--- config.mk ---
export PLATFORM = sky130hd
export DESIGN_NAME = srl2par_ctrl
export DESIGN_NICKNAME = d
export VERILOG_FILES = /design/src/rtl/srl2par_ctrl.sv
export SDC_FILE = /design/constraint.sdc
export NUM_CORES = 1
export LEC_CHECK = 0
export CORE_MARGIN = 4
export CORE_UTILIZATION = 40
export CTS_CLUSTER_DIAMETER = 100
export DETAILED_ROUTE_END_ITERATION = 8
export HOLD_SLACK_MARGIN = 0.06
export PLACE_DENSITY = 0.66
export SETUP_SLACK_MARGIN = 0.2
export SLEW_MARGIN = 15
export SYNTH_ARGS = -nofsm -noshare
export SYNTH_HDL_FRONTEND = slang
export SYNTH_SLANG_ARGS = --single-unit
export TNS_END_PERCENT = 5
--- constraint.sdc ---
create_clock -name clk -period 1.8 [get_ports clk]
set_input_delay 0.27 -clock clk [delete_from_list [all_inputs] [get_ports clk]]
set_output_delay 0.27 -clock clk [all_outputs]
set_load 0.02 [all_outputs]
--- src/rtl/srl2par_ctrl.sv ---
// Serial-to-parallel framing controller: hunts a 4-bit sync, collects W=4*NIBBLES bits LSB-first (parity via SRL2PAR_CTRL_PARITY_EN).
// Latency: par_valid rises 1 cycle after the last data bit (or after the parity bit when parity is enabled).
// Backpressure: one-entry output slot; a word completing while the slot is full is dropped and sets sticky ovf.
module srl2par_ctrl #(
    parameter int         NIBBLES = 2,
    parameter logic [3:0] SYNC    = 4'b1101
) (
    input  logic                 clk,
    input  logic                 rst_,
    input  logic                 en,
    input  logic                 srl,
    input  logic                 srl_vld,
    output logic [4*NIBBLES-1:0] par,
    output logic                 par_valid,
    input  logic                 par_ready,
    output logic                 busy,
    output logic                 ovf,
    output logic                 par_err,
    input  logic                 flag_clr
);

    localparam int W  = 4 * NIBBLES;
    localparam int CW = $clog2(W);

    typedef enum logic [1:0] {
        ST_IDLE    = 2'd0,
        ST_HUNT    = 2'd1,
`ifdef SRL2PAR_CTRL_PARITY_EN
        ST_COLLECT = 2'd2,
        ST_PARITY  = 2'd3
`else
        ST_COLLECT = 2'd2
`endif
    } state_t;

    state_t          r_state;
    logic [3:0]      r_hunt_sr;
    logic [CW-1:0]   r_cnt;
    logic [W-1:0]    r_shift;
    logic [W-1:0]    r_par;
    logic            r_par_valid;
    logic            r_ovf;
    logic            r_busy;

    logic [3:0]      w_hunt_nxt;
    logic [W-1:0]    w_shift_nxt;
    logic [W-1:0]    w_word;
    logic            w_last_bit;
    logic            w_slot_free;
    logic            w_deliver;

    assign w_hunt_nxt  = {srl, r_hunt_sr[3:1]};
    assign w_last_bit  = (r_cnt == CW'(W - 1));
    // A word may load on the same edge the current one is consumed.
    assign w_slot_free = !r_par_valid || par_ready;

    always_comb begin
        w_shift_nxt        = r_shift;
        w_shift_nxt[r_cnt] = srl;
    end

`ifdef SRL2PAR_CTRL_PARITY_EN
    logic r_par_err;
    logic w_par_ok;
    logic w_par_bad;

    assign w_par_ok  = (srl == ^r_shift);
    assign w_word    = r_shift;
    assign w_deliver = en && srl_vld && (r_state == ST_PARITY) && w_par_ok;
    assign w_par_bad = en && srl_vld && (r_state == ST_PARITY) && !w_par_ok;
    assign par_err   = r_par_err;
`else
    assign w_word    = w_shift_nxt;
    assign w_deliver = en && srl_vld && (r_state == ST_COLLECT) && w_last_bit;
    assign par_err   = 1'b0;
`endif

    always_ff @(posedge clk) begin
        if (!rst_) begin
            r_state     <= ST_IDLE;
            r_hunt_sr   <= 4'd0;
            r_cnt       <= '0;
            r_shift     <= '0;
            r_par       <= '0;
            r_par_valid <= 1'b0;
            r_ovf       <= 1'b0;
            r_busy      <= 1'b0;
`ifdef SRL2PAR_CTRL_PARITY_EN
            r_par_err   <= 1'b0;
`endif
        end else begin
            if (r_par_valid && par_ready) begin
                r_par_valid <= 1'b0;
            end
            // Clears come first so a same-cycle set takes priority.
            if (flag_clr) begin
                r_ovf     <= 1'b0;
`ifdef SRL2PAR_CTRL_PARITY_EN
                r_par_err <= 1'b0;
`endif
            end
            if (w_deliver) begin
                if (w_slot_free) begin
                    r_par       <= w_word;
                    r_par_valid <= 1'b1;
                end else begin
                    r_ovf <= 1'b1;
                end
            end
`ifdef SRL2PAR_CTRL_PARITY_EN
            if (w_par_bad) begin
                r_par_err <= 1'b1;
            end
`endif

            if (!en) begin
                r_state <= ST_IDLE;
                r_busy  <= 1'b0;
            end else begin
                case (r_state)
                    ST_IDLE: begin
                        r_state   <= ST_HUNT;
                        r_busy    <= 1'b1;
                        r_hunt_sr <= 4'd0;
                    end
                    ST_HUNT: begin
                        if (srl_vld) begin
                            r_hunt_sr <= w_hunt_nxt;
                            if (w_hunt_nxt == SYNC) begin
                                r_state <= ST_COLLECT;
                                r_cnt   <= '0;
                            end
                        end
                    end
                    ST_COLLECT: begin
                        if (srl_vld) begin
                            r_shift <= w_shift_nxt;
                            r_cnt   <= r_cnt + CW'(1);
                            if (w_last_bit) begin
`ifdef SRL2PAR_CTRL_PARITY_EN
                                r_state   <= ST_PARITY;
`else
                                r_state   <= ST_HUNT;
                                r_hunt_sr <= 4'd0;
`endif
                            end
                        end
                    end
`ifdef SRL2PAR_CTRL_PARITY_EN
                    ST_PARITY: begin
                        if (srl_vld) begin
                            r_state   <= ST_HUNT;
                            r_hunt_sr <= 4'd0;
                        end
                    end
`endif
                    default: begin
                        r_state <= ST_IDLE;
                        r_busy  <= 1'b0;
                    end
                endcase
            end
        end
    end

    assign par       = r_par;
    assign par_valid = r_par_valid;
    assign ovf       = r_ovf;
    assign busy      = r_busy;

endmodule
# After elaboration in Yosys (flattened, before gate mapping)
# Index checks and enable logic that the tools add are counted.
dict set report totals {
  regBits 28
  in_bits 7
  wordCells 59
  output_inout_bits 12
}
dict set report op_classes {
  mux 23
  n_eq_ne 8
  n_lt_le_gt_ge 2
  n_addsub 1
  n_reduce_logical 17
}
# operator count
set ops {}
lappend ops {{4-bit two-way mux} 3}
lappend ops {{4-bit case mux with 3 select lines} 1}
lappend ops {{5-bit AND reduction} 2}
lappend ops {{3-bit two-way mux} 3}
lappend ops {{8-bit bitwise mux} 1}
lappend ops {{2-bit two-way mux} 4}
lappend ops {{2-bit != test (second input constant)} 4}
lappend ops {{1-bit two-way mux} 7}
lappend ops {{2-bit case mux with 3 select lines} 1}
lappend ops {{3-bit case mux with 2 select lines} 1}
lappend ops {{1-bit logical AND} 5}
lappend ops {{4-bit == test (second input constant)} 1}
lappend ops {{3-bit by 4-bit < comparator with 1-bit output (second input constant)} 1}
lappend ops {{2-bit AND reduction} 2}
lappend ops {{4-bit AND reduction} 1}
lappend ops {{3-bit by 1-bit adder with 3-bit output (second input constant)} 1}
lappend ops {{1-bit demux with 3-bit select} 1}
lappend ops {{3-bit == test (second input constant)} 1}
lappend ops {{3-bit by 1-bit greater-or-equal comparator with 1-bit output (second input constant)} 1}
lappend ops {{3-bit AND reduction} 1}
lappend ops {{3-bit nonzero test} 1}
lappend ops {{2-bit by 1-bit == test with 1-bit output (second input constant)} 1}
lappend ops {{2-bit == test (second input constant)} 1}
lappend ops {{2-bit logical NOT} 1}
lappend ops {{5 further kinds} 5}

# Longest topological paths before layout
# Gate-level depths: netlist of run 1.
dict set report depth {
  word_depth 5
  depth_mapped 7
  mapped_depth_nobuf 5
}

# Least setup slack after synthesis of run 1
# OpenSTA, ideal clock, no wires.
dict set report synth_timing {
  kind {reg2reg}
  from {reg r_cnt[0]}
  to {reg r_par[0], in the netlist par[0]}
  stages_incl_launch_ff 8
  setup_slack_ns 0.313
  t_arrival_ns 1.408
  period_less_slack_ns 1.487
  path_buffers 2
  t_required_ns 1.721
  setup_ns 0.079
  cell_sequence {dfxtp_1 > ha_1 > ha_1 > and4_4 > buf_6 > and2_4 > buf_6 > a211oi_2}
}
dict set report synth_between {
  elab_chain_cells 5
  word_cells_on_any_way 9
  classes_between {2 x order compare; 1 x eq/ne; 3 x mux; 3 x reduce/logical}
}
# element line_no
set synth_lines {}
lappend synth_lines {{start, declared} 38} ;# logic [CW-1:0] r_cnt;
lappend synth_lines {{start signal, assigned} 138} ;# r_cnt <= r_cnt + CW'(1);
lappend synth_lines {{3-bit by 4-bit < comparator with 1-bit output (not written as such) / 3-bit by 1-bit greater-or-equal comparator with 1-bit output (equally long branches)} 59} ;# w_shift_nxt[r_cnt] = srl;
lappend synth_lines {{1-bit logical AND (not written as such)} 59}
lappend synth_lines {{1-bit two-way mux (not written as such)} 59}
lappend synth_lines {{1-bit demux with 3-bit select} 59}
lappend synth_lines {{8-bit bitwise mux} 59}
lappend synth_lines {{end signal, assigned} 104} ;# r_par <= w_word;
lappend synth_lines {{end, declared} 40} ;# logic [W-1:0] r_par;
# Several ways; a longest one is shown, not always the timed one.
# A chain may end at the register's enable or synchronous reset.

# Final worst setup path of run 1
dict set report layout_timing {
  from {reg r_par_valid, in the netlist par_valid}
  to {out par_valid}
}
# element line_no
set layout_lines {}
lappend layout_lines {{start, declared} 41} ;# logic r_par_valid;
lappend layout_lines {{start signal, assigned} 85} ;# r_par_valid <= 1'b0;
lappend layout_lines {{start signal, assigned} 93} ;# r_par_valid <= 1'b0;
lappend layout_lines {{start signal, assigned} 105} ;# r_par_valid <= 1'b1;
lappend layout_lines {{end, declared} 14} ;# output logic par_valid,
# No word-level cell between the ends.

==> impl_metrics.env, run 1 <==
export IMPL_ys_seq_area_share_pct=38.2
export IMPL_ys_types=34
export IMPL_use_met1_pct=18.6
export IMPL_finalCritPeriodShare_pct=87.5
export IMPL_fillers=335
export IMPL_setup_tns_ps=0
export IMPL_path_buf_inv=1
export IMPL_coreArea_um2=3390
export IMPL_layout_nets=179
export IMPL_slew_viol_final=0
export IMPL_grt_pass1_vias=1093
export IMPL_ctsHoldBuffers=0
export IMPL_ys_ff_latch=27
export IMPL_numCtsBuffers=3
export IMPL_synth_compound_area_share_pct=23.4
export IMPL_gp_congestion=0.816
export IMPL_antennaDiodeCount=0
export IMPL_crit_path_max_incr_delay_ps=610
export IMPL_required_ps=1530
export IMPL_antenna_left=0
export IMPL_synthToLayoutAreaGrowth_pct=17.3
export IMPL_post_cts_setup_buffers=0
export IMPL_rows=21
export IMPL_status="finished, final reports clean"
export IMPL_syn_nets=162
export IMPL_worstPathCellList="clkdlybuf4s50_1"
export IMPL_hold_class="register to register"
export IMPL_critPathSlowestCell="clkdlybuf4s50_1"
export IMPL_fin_cells=210
export IMPL_powerDensity_nw_per_um2=598
export IMPL_design_area_um2=1660
export IMPL_crit_type="register to output pin"
export IMPL_synthXorXnorAreaFrac_pct=0
export IMPL_syn_cell_area_um2=1420
export IMPL_drc=0
export IMPL_route_vias_total=1117
export IMPL_dr_pass1_iters=4
export IMPL_clkTransAtPathRegs_ps=150
export IMPL_fp_dieH_um=67.5
export IMPL_dpl_cell_area_um2=1620
export IMPL_hold_viol=0
export IMPL_final_layout_size_suffix_gt1_share_pct=18.3
export IMPL_maxCapViolations=0
export IMPL_synth_cells=148
export IMPL_synthArstFlopShare_pct=0
export IMPL_grt_busiest_layer="met2"
export IMPL_initial_core_util_pct=41.8
export IMPL_io_pin_count=19
export IMPL_die_area_um2=4560
export IMPL_synth_area_per_cell_um2=9.57
export IMPL_dpl_cell_count=206
export IMPL_place_detailed_hpwl_um=2280
export IMPL_die_w_um=67.5
export IMPL_cts_num_sinks=27
export IMPL_drt_iter0_drc=26
export IMPL_layout_commonest_cell="dfxtp_1"
export IMPL_clock_latency_ps=320
export IMPL_htree_levels=1
export IMPL_cp_top_family="buffers and inverters"
export IMPL_wl_um=2980
export IMPL_crit_fanout=2
export IMPL_endpoint_kind="output pin"
export IMPL_tritoncts="yes"
export IMPL_io_buffers=17
export IMPL_clockBufferDepth=2
export IMPL_grt_ovfl_total=0
export IMPL_critPathLaunchType="register"
export IMPL_maxClockFrequency_mhz=635
export IMPL_p_leak_uw=0.000638
export IMPL_whs_ps=499
export IMPL_synth_edf_count=0
export IMPL_antenna_found_initial=0
export IMPL_synthFlopType="dfxtp_1"
export IMPL_synth_simple_gate_area_share_pct=14.8
export IMPL_clock_root_buffer="clkbuf_4"
export IMPL_met2_usage_pct=24.5
export IMPL_setup_violations_final=0
export IMPL_use_met3_pct=3.49
export IMPL_skew_ps=8.19
export IMPL_grt_pass1_wl_um=5040
export IMPL_min_period_ps=1580
export IMPL_synthAdderAreaFrac_pct=6.18
export IMPL_grtUsageTotal_pct=14.5
export IMPL_via_per_inst=5.32
export IMPL_worstPathArrival_ps=1310
export IMPL_synthMuxAreaShare_pct=9.19
export IMPL_rsz0062_at_grt="yes"
export IMPL_synth_top_family_by_area="compound AO/OA/AOI/OAI gates"
export IMPL_ir_drop_v=0.000475
export IMPL_layout_common_cells="dfxtp_1 (25), a21oi_1 (18), clkdlybuf4s50_1 (16)"
export IMPL_utilization_pct=49.0
export IMPL_drt_wirelength_per_cell_um=14.2
export IMPL_yosysWarnings=0
export IMPL_grt_max_degree=19
## metal layers
layer	share of wire, %	routed length (um)
met5	0	0
met4	0.47	14
met3	4.1	121
met2	50	1490
met1	45	1360
## cells in the mapped netlist (2+ instances only)
cell type  instances  area, um^2
dfxtp_1           27         541
o21ai_0           10        50.1
nor2_1             3        11.3
or3_1              2        12.5
buf_6              2        22.5
nand3_1            7        35.0
clkbuf_1           2        7.51
inv_1              7        26.3
a211oi_2           8         100
nand3b_1           3        22.5
nand2_1            8        30.0
buf_2              7        35.0
mux2i_1           13         130
ha_1               7        87.6
a21oi_1           18        90.1
o22ai_1            2        12.5
nor3b_1            3        22.5
buf_4              3        22.5
## where the power goes
part	leakage, uW	internal, uW	total [uW]	switching (uW)
clock	0.0000150	86.8	265	178
sequential	0.000219	606	613	6.63
combinational	0.000404	53.9	116	62.0
total	0.000638	747	994	246
## per-stage QoR
stage	power, uW	setup WS (ps)
after floorplan	704	313
after global placement	736	136
after detailed placement	741	86.3
after CTS	1000	158
after global routing	1040	159
final	994	225
## layout make-up
class,instances,area (um^2),share of cell area (%)
Timing Repair Buffer,26,240,14.5
Tap cell,46,57.6,3.46
Clock buffer,4,26.3,1.58
Sequential cell,27,543,32.7
Inverter,7,26.3,1.58
Multi-Input combinational cell,100,768,46.2
## sequential cells by signal, summed over array words and instances (netlist names)
register	flops
par	8
r_shift	8
r_cnt	3
r_hunt_sr	3
r_state	2
busy	1
ovf	1
par_valid	1
## path summary, 6_finish.rpt
check / to / from / slack (ps) / depth (start not counted)
setup reg to reg: r_state[1] / r_cnt[0] / 270 / 5
hold reg to reg: r_hunt_sr[1] / r_hunt_sr[1] / 500 / 2
hold / removal: r_hunt_sr[1] / r_hunt_sr[1] / 500 / 2
setup / recovery: par_valid / par_valid / 220 / 1
## cell families (layout without fill, tap and decap cells)
logic type,after synthesis,in the layout
adders and majority gates,7,7
and+or+nand+nor,35,35
AOI/OAI and AO/OA,44,44
DFF,27,27
buffers and inverters,21,37
muxes,13,13
other,1,1
## what timing repair did
item	4_1_cts	5_1_grt
endpoints found under the setup margin	19	36
resized for setup	1	6
pin swaps	0	1
endpoints found under the hold margin	0	0
(Power assumes the default switching activity.)
==> inputs of run 2 (changes only) <==
--- a/config.mk
+++ b/config.mk
@@ -16,4 +16,3 @@
 export SYNTH_ARGS = -nofsm -noshare
 export SYNTH_HDL_FRONTEND = slang
 export SYNTH_SLANG_ARGS = --single-unit
-export TNS_END_PERCENT = 5
==> run 2 against run 1 <==
  * Register-to-register slack worse by 20 ps
  * Worst setup slack better by 24 ps
  * First-iteration DRC count up 23%
  * Highest routed layer unchanged
  * Flip-flop and latch count unchanged
==> impl_metrics.env, run 2 (synthesis gave the netlist of run 1 again) <==
export IMPL_dpl_cell_area_um2=1620
export IMPL_crit_type="register to register"
export IMPL_status="finished, final reports clean"
export IMPL_crit_fanout=4
export IMPL_ir_drop_v=0.000480
export IMPL_setup_tns_ps=0
export IMPL_min_period_ps=1550
export IMPL_p_switching_uw=252
export IMPL_die_area_um2=4560
export IMPL_clock_root_buffer="clkbuf_4"
export IMPL_cts_num_sinks=27
export IMPL_antenna_found_initial=0
export IMPL_maxCapViolations=0
export IMPL_seqPwrFrac_pct=61.4
export IMPL_tritoncts="yes"
export IMPL_endpoint_kind="register"
export IMPL_die_w_um=67.5
export IMPL_finalCritPeriodShare_pct=86.2
export IMPL_slew_viol_final=0
export IMPL_numCtsBuffers=3
export IMPL_whs_ps=499
export IMPL_grt_max_degree=19
export IMPL_final_layout_size_suffix_gt1_share_pct=18.3
export IMPL_critPathLaunchType="register"
export IMPL_layout_commonest_cell="dfxtp_1"
export IMPL_grt_ovfl_total=0
export IMPL_htree_levels=1
export IMPL_clockBufferDepth=2
export IMPL_drc=0
export IMPL_layout_common_cells="dfxtp_1 (25), a21oi_1 (18), mux2i_1 (13)"
export IMPL_skew_ps=4.72
export IMPL_hold_class="register to register"
export IMPL_io_pin_count=19
export IMPL_rows=21
export IMPL_clock_power_share_pct=26.9
export IMPL_design_area_um2=1700
export IMPL_grt_pass1_vias=1093
export IMPL_fin_cells=210
export IMPL_synthToLayoutAreaGrowth_pct=19.8
export IMPL_powerDensity_nw_per_um2=589
export IMPL_io_buffers=17
export IMPL_required_ps=2060
export IMPL_antenna_left=0
export IMPL_drt_iter0_drc=32
export IMPL_coreArea_um2=3390
export IMPL_dpl_cell_count=206
export IMPL_setup_violations_final=0
export IMPL_rsz0062_at_grt="yes"
export IMPL_gp_congestion=0.816
export IMPL_antennaDiodeCount=0
export IMPL_fp_dieH_um=67.5
export IMPL_timing_final_ws_setup_ps=249
export IMPL_layout_nets=179
export IMPL_worstPathArrival_ps=1810
export IMPL_initial_core_util_pct=41.8
export IMPL_dr_pass1_iters=4
export IMPL_via_per_inst=5.30
export IMPL_switching_share_pct=25.2
export IMPL_hold_viol=0
export IMPL_p_comb_share_pct=11.7
export IMPL_grt_pass1_wl_um=5040
export IMPL_place_detailed_hpwl_um=2280
export IMPL_maxClockFrequency_mhz=645
export IMPL_wl_um=3010
export IMPL_clkTransAtPathRegs_ps=150
export IMPL_drt_wirelength_per_cell_um=14.3
export IMPL_grtUsageTotal_pct=14.5
export IMPL_dp_slack_ps=86.3
export IMPL_internal_power_uw=747
export IMPL_p_leak_uw=0.000824
export IMPL_route_vias_total=1113
export IMPL_clock_latency_ps=320
## run 2: changes by cell type in the layout (fill, tap and decap cells not counted), sizes merged
| cell | previous run | this run |
|---|---|---|
| clkdlybuf4s50 | 16 | 6 |
| dlymetal6s2s | 1 | 11 |
## run 2: worst max-delay path, cell delays in order, from the launching register on
cell	delay, ps
dfxtp_1	360
ha_1	150
ha_1	240
nand2_1	160
a221oi_2	340
mux2i_1	230
## run 2: path summary, 6_finish.rpt
check                  to         start  slack [ps]  depth (start not counted)
max            r_state[1]      r_cnt[0]         250                          5
max reg2reg    r_state[1]      r_cnt[0]         250                          5
min reg2reg  r_hunt_sr[1]  r_hunt_sr[1]         500                          2
min          r_hunt_sr[1]  r_hunt_sr[1]         500                          2
## run 2: metal layers
layer  vias to the layer above  share of wire (%)  global-route usage [%]
met5                         -                  0                       0
met4                         0               0.47                    3.04
met3                         2                2.5                    3.49
met2                        13                 49                    24.5
met1                       536                 48                    18.6
li1                        562                  -                       -
## run 2: final cells by class
class	instances	area, um^2
multi-input combinational	100	778
tap	46	57.6
inverter	7	26.3
fill	329	1690
timing repair buffer	26	265
clock buffer	4	26.3
sequential	27	543
## run 2: per-stage QoR
step,utilization [%],total power (uW)
4_1_cts,48.8,1000
3_5_place_dp,47.9,741
5_1_grt,50.1,1050
2_1_floorplan,-,704
6_report,50.1,999
3_3_place_gp,47.9,736
## run 2: power by group through the flow
stage	clock, uW	sequential [uW]	combinational (uW)
6_report	268	613	117
5_1_grt	302	615	129
4_1_cts	274	613	116
3_5_place_dp	0	625	115
3_3_place_gp	0	625	111
2_1_floorplan	0	627	77.1
## run 2: timing repair
action | in CTS | in global routing
buffers inserted | 0 | 0
pin swaps | 0 | 1
hold buffers | 0 | 0
gates resized for setup | 3 | 15
hold endpoints to repair | 0 | 0
endpoints found under the setup margin | 19 | 25
==> inputs of run 3 (changes only) <==
--- a/config.mk
+++ b/config.mk
@@ -12,7 +12,7 @@
 export HOLD_SLACK_MARGIN = 0.06
 export PLACE_DENSITY = 0.66
 export SETUP_SLACK_MARGIN = 0.2
-export SLEW_MARGIN = 15
+export SLEW_MARGIN = 10
 export SYNTH_ARGS = -nofsm -noshare
 export SYNTH_HDL_FRONTEND = slang
 export SYNTH_SLANG_ARGS = --single-unit
==> results of run 3 <==
The final DEF is identical to that of run 2; final timing and power are the same.
